### src/rtl/bcd_share_sched.sv
// bcd_share_sched: round-robin time-sharing of one pipelined hex->BCD converter among N_REQ
// requesters. A granted value is held on the converter input for LAT edges, then the BCD
// digits, sign and blanking count are captured into that requester's slice of the result bank.
// Optional feature: define BCD_SAT_EN to saturate |value| > 9999 to +/-9999 and add OUT_ovf.
module bcd_share_sched #(
  parameter int unsigned N_REQ = 4,
  parameter int unsigned LAT   = 3
) (
  input  logic                 IN_clk,
  input  logic                 IN_rst_n,
  input  logic [N_REQ-1:0]     IN_req,
  input  logic [16*N_REQ-1:0]  IN_hex,
  input  logic [3*N_REQ-1:0]   IN_off_number,
  output logic [N_REQ-1:0]     OUT_ack,
  output logic [15:0]          OUT_bcd_hex,
  output logic [2:0]           OUT_bcd_off,
  input  logic [15:0]          IN_bcd_dec,
  output logic [16*N_REQ-1:0]  OUT_dec,
  output logic [N_REQ-1:0]     OUT_neg,
  output logic [3*N_REQ-1:0]   OUT_off_number,
  output logic [N_REQ-1:0]     OUT_valid,
  output logic [N_REQ-1:0]     OUT_done,
  output logic                 OUT_busy
`ifdef BCD_SAT_EN
  ,
  output logic [N_REQ-1:0]     OUT_ovf
`endif
);

  localparam int unsigned PtrW = $clog2(N_REQ);
  localparam int unsigned CntW = $clog2(LAT + 1);

  localparam logic [PtrW-1:0] PtrLast = PtrW'(N_REQ - 1);
  localparam logic [CntW-1:0] CntLast = CntW'(LAT);

  localparam logic [0:0] StIdle = 1'b0;
  localparam logic [0:0] StBusy = 1'b1;

  logic [0:0]      state_q;
  logic [PtrW-1:0] ptr_q;
  logic [CntW-1:0] cnt_q;
  logic            neg_q;

  logic            grant_vld;
  logic [PtrW-1:0] grant_idx;
  logic [15:0]     sel_hex;
  logic [2:0]      sel_off;
  logic [15:0]     issue_hex;

`ifdef BCD_SAT_EN
  logic            ovf_q;
  logic            sat;
`endif

  // Round-robin search: first requester above the last grant, wrapping by explicit compare.
  always_comb begin
    logic [PtrW-1:0] idx;
    grant_vld = 1'b0;
    grant_idx = '0;
    idx       = ptr_q;
    for (int k = 0; k < int'(N_REQ); k++) begin
      idx = (idx == PtrLast) ? '0 : idx + 1'b1;
      if (!grant_vld && IN_req[idx]) begin
        grant_vld = 1'b1;
        grant_idx = idx;
      end
    end
  end

  // Select the winner's operand and, when enabled, clamp it to the 4-digit range.
  always_comb begin
    sel_hex   = IN_hex[16*grant_idx +: 16];
    sel_off   = IN_off_number[3*grant_idx +: 3];
    issue_hex = sel_hex;
`ifdef BCD_SAT_EN
    sat = ($signed(sel_hex) > 16'sd9999) || ($signed(sel_hex) < -16'sd9999);
    if (sat) begin
      // +9999 or -9999; the converter takes the magnitude itself.
      issue_hex = sel_hex[15] ? 16'hD8F1 : 16'h270F;
    end
`endif
  end

  // Grant / hold / capture sequencer and result bank.
  always_ff @(posedge IN_clk or negedge IN_rst_n) begin
    if (!IN_rst_n) begin
      state_q        <= StIdle;
      ptr_q          <= PtrLast;
      cnt_q          <= '0;
      neg_q          <= 1'b0;
      OUT_ack        <= '0;
      OUT_bcd_hex    <= '0;
      OUT_bcd_off    <= '0;
      OUT_dec        <= '0;
      OUT_neg        <= '0;
      OUT_off_number <= '0;
      OUT_valid      <= '0;
      OUT_done       <= '0;
      OUT_busy       <= 1'b0;
`ifdef BCD_SAT_EN
      ovf_q          <= 1'b0;
      OUT_ovf        <= '0;
`endif
    end else begin
      OUT_ack  <= '0;
      OUT_done <= '0;
      case (state_q)
        StIdle: begin
          if (grant_vld) begin
            OUT_ack[grant_idx] <= 1'b1;
            OUT_bcd_hex        <= issue_hex;
            OUT_bcd_off        <= sel_off;
            neg_q              <= sel_hex[15];
            ptr_q              <= grant_idx;
            cnt_q              <= '0;
            OUT_busy           <= 1'b1;
            state_q            <= StBusy;
`ifdef BCD_SAT_EN
            ovf_q              <= sat;
`endif
          end
        end
        StBusy: begin
          if (cnt_q == CntLast) begin
            // ptr_q still names the requester being served.
            OUT_dec[16*ptr_q +: 16]       <= IN_bcd_dec;
            OUT_neg[ptr_q]                <= neg_q;
            OUT_off_number[3*ptr_q +: 3]  <= OUT_bcd_off;
            OUT_valid[ptr_q]              <= 1'b1;
            OUT_done[ptr_q]               <= 1'b1;
            OUT_busy                      <= 1'b0;
            state_q                       <= StIdle;
`ifdef BCD_SAT_EN
            OUT_ovf[ptr_q]                <= ovf_q;
`endif
          end else begin
            cnt_q <= cnt_q + 1'b1;
          end
        end
        default: state_q <= StIdle;
      endcase
    end
  end

endmodule
### config.mk
export PLATFORM = sky130hd
export DESIGN_NAME = bcd_share_sched
export DESIGN_NICKNAME = d
export VERILOG_FILES = /design/src/rtl/bcd_share_sched.sv
export SDC_FILE = /design/constraint.sdc
export NUM_CORES = 1
export LEC_CHECK = 0
export CAP_MARGIN = 30
export CORE_MARGIN = 3
export CORE_UTILIZATION = 47
export DETAILED_ROUTE_END_ITERATION = 6
export PLACE_DENSITY_LB_ADDON = 0.08
export SYNTH_ARGS = -nofsm -noshare
export SYNTH_HDL_FRONTEND = slang
export SYNTH_SLANG_ARGS = --single-unit
export TNS_END_PERCENT = 5
### constraint.sdc
create_clock -name IN_clk -period 4.4 [get_ports IN_clk]
set_clock_uncertainty 0.1 [all_clocks]
set_input_delay 1.32 -clock IN_clk [delete_from_list [all_inputs] [get_ports IN_clk]]
set_output_delay 1.32 -clock IN_clk [all_outputs]
set_load 0.1 [all_outputs]
==> summary.md <==
| Metric | Value |
|---|---|
| Post-synth top cells | dfrtp_1, a22o_1, and3_1, nand2_1, a21boi_0 |
| TritonRoute pass-1 iters | 5 |
| Register area | 0.00293 mm2 |
| Seq/Total Area, Yosys | 54.6% |
| Async set-reset flop share out of synthesis | 100% |
| Endpoints failing setup | 0 |
| Proportion of layout cells with a drive suffix above 1 | 14.0% |
| Max H-tree Level | 4 |
| Placeable Area | 0.0110 mm2 |
| Fin. Hold Viols | 0 |
| Detailed-placement wirelength estimate | 11000 um |
| First-pass GRT wire length | 25200 um |
| Starting Density | 48.9% |
| Worst Path Required | 2.98 ns |
| CP max stage delay | 1.18 ns |
| Critical path, cell by cell | clkdlybuf4s50_1 |
| Clock Path Buffers | 2 |
| Multi-input logic area | 0.00216 mm2 |
| Max-slew violations | 0 |
| Final Critical Period | 3.47 ns |
| Post-synth EDFFs | 0 |
| Largest net degree at the start of global routing | 65 |
| Starting DRC count in detailed routing | 369 |
| Slew HR | 31.1% |
| Crit path max fanout | 6 |
| Synth unique cells | 41 |
| Top layer in use | met4 |
| DRC | 0 |
| Top_reg_cell synth | dfrtp_1 |
| Mapped Area | 0.00537 mm2 |
| Avg Vias per Cell | 5.61 |
| CTS sink count | 117 |
| CP arrival | 2.05 ns |
| Clk slew on worst S/H paths | 0.05 ns |
| WS Path Type | reg -> out |
| Clock Tree Root | clkbuf_16 |
| Cell Rows | 38 |
| Wire length on met2 | 7780 um |
| Max-cap viol count | 0 |
| Ys Warns | 0 |
| Ports | 210 |
| Synth area leader | dfrtp_1 |
| CTS-repair resized insts | 0 |
| Max frequency | 288 MHz |
| PortBufs | 209 |
| Area fraction of the dominant cell type after synthesis | 53.6% |
| Syn Nets | 555 |
| Crit path launch type | register |
| Filler cell count in the final layout | 744 |
| Worst-Margin Slew | 1.03 ns |
| GPL Wtd Cong | 0.888 |
| Vias | 4508 |
| CP max stage cell | clkdlybuf4s50_1 |
| CTS tree | yes |
| Post-CTS Setup Inserts | 0 |
| Post-route ant nets | 0 |
| Cell with the most instances after synthesis | dfrtp_1 |
| Metal-1 WL | 6220 um |
| Initial antenna violation count | 0 |
| Number of buffers and inverters on the critical path | 1 |
| Avg WL per Cell | 19.4 um |
| Setup TNS | 0 ns |
| Met3 wire len | 1310 um |
| Ant. Diodes | 0 |
| # nets final | 757 |
| # hold bufs at CTS | 0 |
| Final period utilization | 78.9% |
| Seq cells post-synth | 117 |
| Status | finished clean |
| Post-Syn Area per Cell | 12.0 um2 |
| HP Class | reg -> reg |
| DIE HEIGHT | 113 um |
| Worst skew pair latency | 0.41 ns |
| Routed Wire Length | 15600 um |
| Remaining Overflow, GRT | 0 |
| Layout overhead on the synthesized area | 51.1% |
| Die Wd | 113 um |
| Number of global-route vias before repair | 4822 |
| Area contributors post-synth | dfrtp_1, a22o_1, and3_1, a21boi_0, a21boi_1 |
| CTS Buf Count | 17 |
| Total GRT Usage | 25.0% |
| Synth Instances | 448 |
| Die area | 0.0127 mm2 |
| Unrepaired setup endpoints after global routing | no |
| CP Capture Type | primary output |
| Top delay family on crit path | buffers and inverters |
-- cell usage in the layout, fill, tap and decap left out, types with 15 or more instances in the layout --
| cell | count |
|---|---|
| dfrtp_1 | 115 |
| clkdlybuf4s50_1 | 207 |
| o21ai_1 | 22 |
| and3_1 | 35 |
| nand2_1 | 28 |
| a21boi_0 | 23 |
| clkbuf_16 | 17 |
| a22o_1 | 76 |
| a21boi_1 | 15 |
-- worst reg2reg max path, stage by stage, from the launching register on --
cell and delay (ns):
dfstp_2 0.70, inv_2 0.16, ha_1 0.48, and2_4 0.22, o21ai_1 0.22, and4b_1 0.83, o21ai_1 0.26, nand3_1 0.15
-- layer usage --
metal	global-route usage (%)	vias up
li1	-	2062
met5	0	-
met1	31.6	2205
met2	41.6	220
met3	6.68	21
met4	8.97	0
-- path summary, 6_finish.rpt --
kind / start / end / slack [ns] / depth (start not counted)
max in group asynchronous: IN_rst_n / OUT_dec[17] / 2.58 / 2
worst min-delay path: OUT_valid[1] / OUT_valid[1] / 0.37 / 1
min in group asynchronous: IN_rst_n / OUT_dec[56] / 0.84 / 1
worst max-delay path: OUT_bcd_off[1] / OUT_bcd_off[1] / 0.93 / 1
worst min register to register: OUT_valid[1] / OUT_valid[1] / 0.37 / 1
worst max register to register: ptr_q[0] / OUT_bcd_hex[9] / 1.23 / 7
-- metrics by stage --
stage	area [um2]	util, %	hold slack (ns)	worst slack (ns)	instances
5_1_grt	8110	73.8	0.395	0.857	803
4_1_cts	8110	73.8	0.375	0.901	803
3_5_place_dp	7500	68.3	0.359	0.776	771
2_1_floorplan	5370	-	0.366	1.84	448
3_3_place_gp	7490	68.2	0.351	0.834	770
6_report	8110	73.8	0.373	0.930	803
-- registers in the layout, summed over array words and instances (netlist names) --
signal	count
cnt_q	2
OUT_bcd_hex	16
OUT_ack	4
state_q	1
OUT_busy	1
OUT_neg	4
ptr_q	2
OUT_dec	64
OUT_off_number	12
OUT_bcd_off	3
OUT_done	4
OUT_valid	4
-- logic make-up (layout without fill, tap and decap cells) --
logic type      after synthesis  in the layout  synth area share [%]
compound gates              165            165                  23.7
fa+ha+maj                     9              9                  2.10
buf+inv                      44            259                  5.43
flops                       117            117                  54.6
mux                           4              4                 0.839
simple gates                109            109                  13.3
-- layout make-up --
cell class / instances / share of cell area [%]
clock buffers: 18 / 5.29
clock inverters: 14 / 2.19
inverters: 8 / 0.370
multi-input cells: 287 / 26.6
flip-flops and latches: 117 / 36.1
well taps: 140 / 2.16
repair buffers: 219 / 27.2
Power is left out: the tool's default activity adds up to more than one toggle a clock period on the data nets, which glitch-free logic cannot reach.
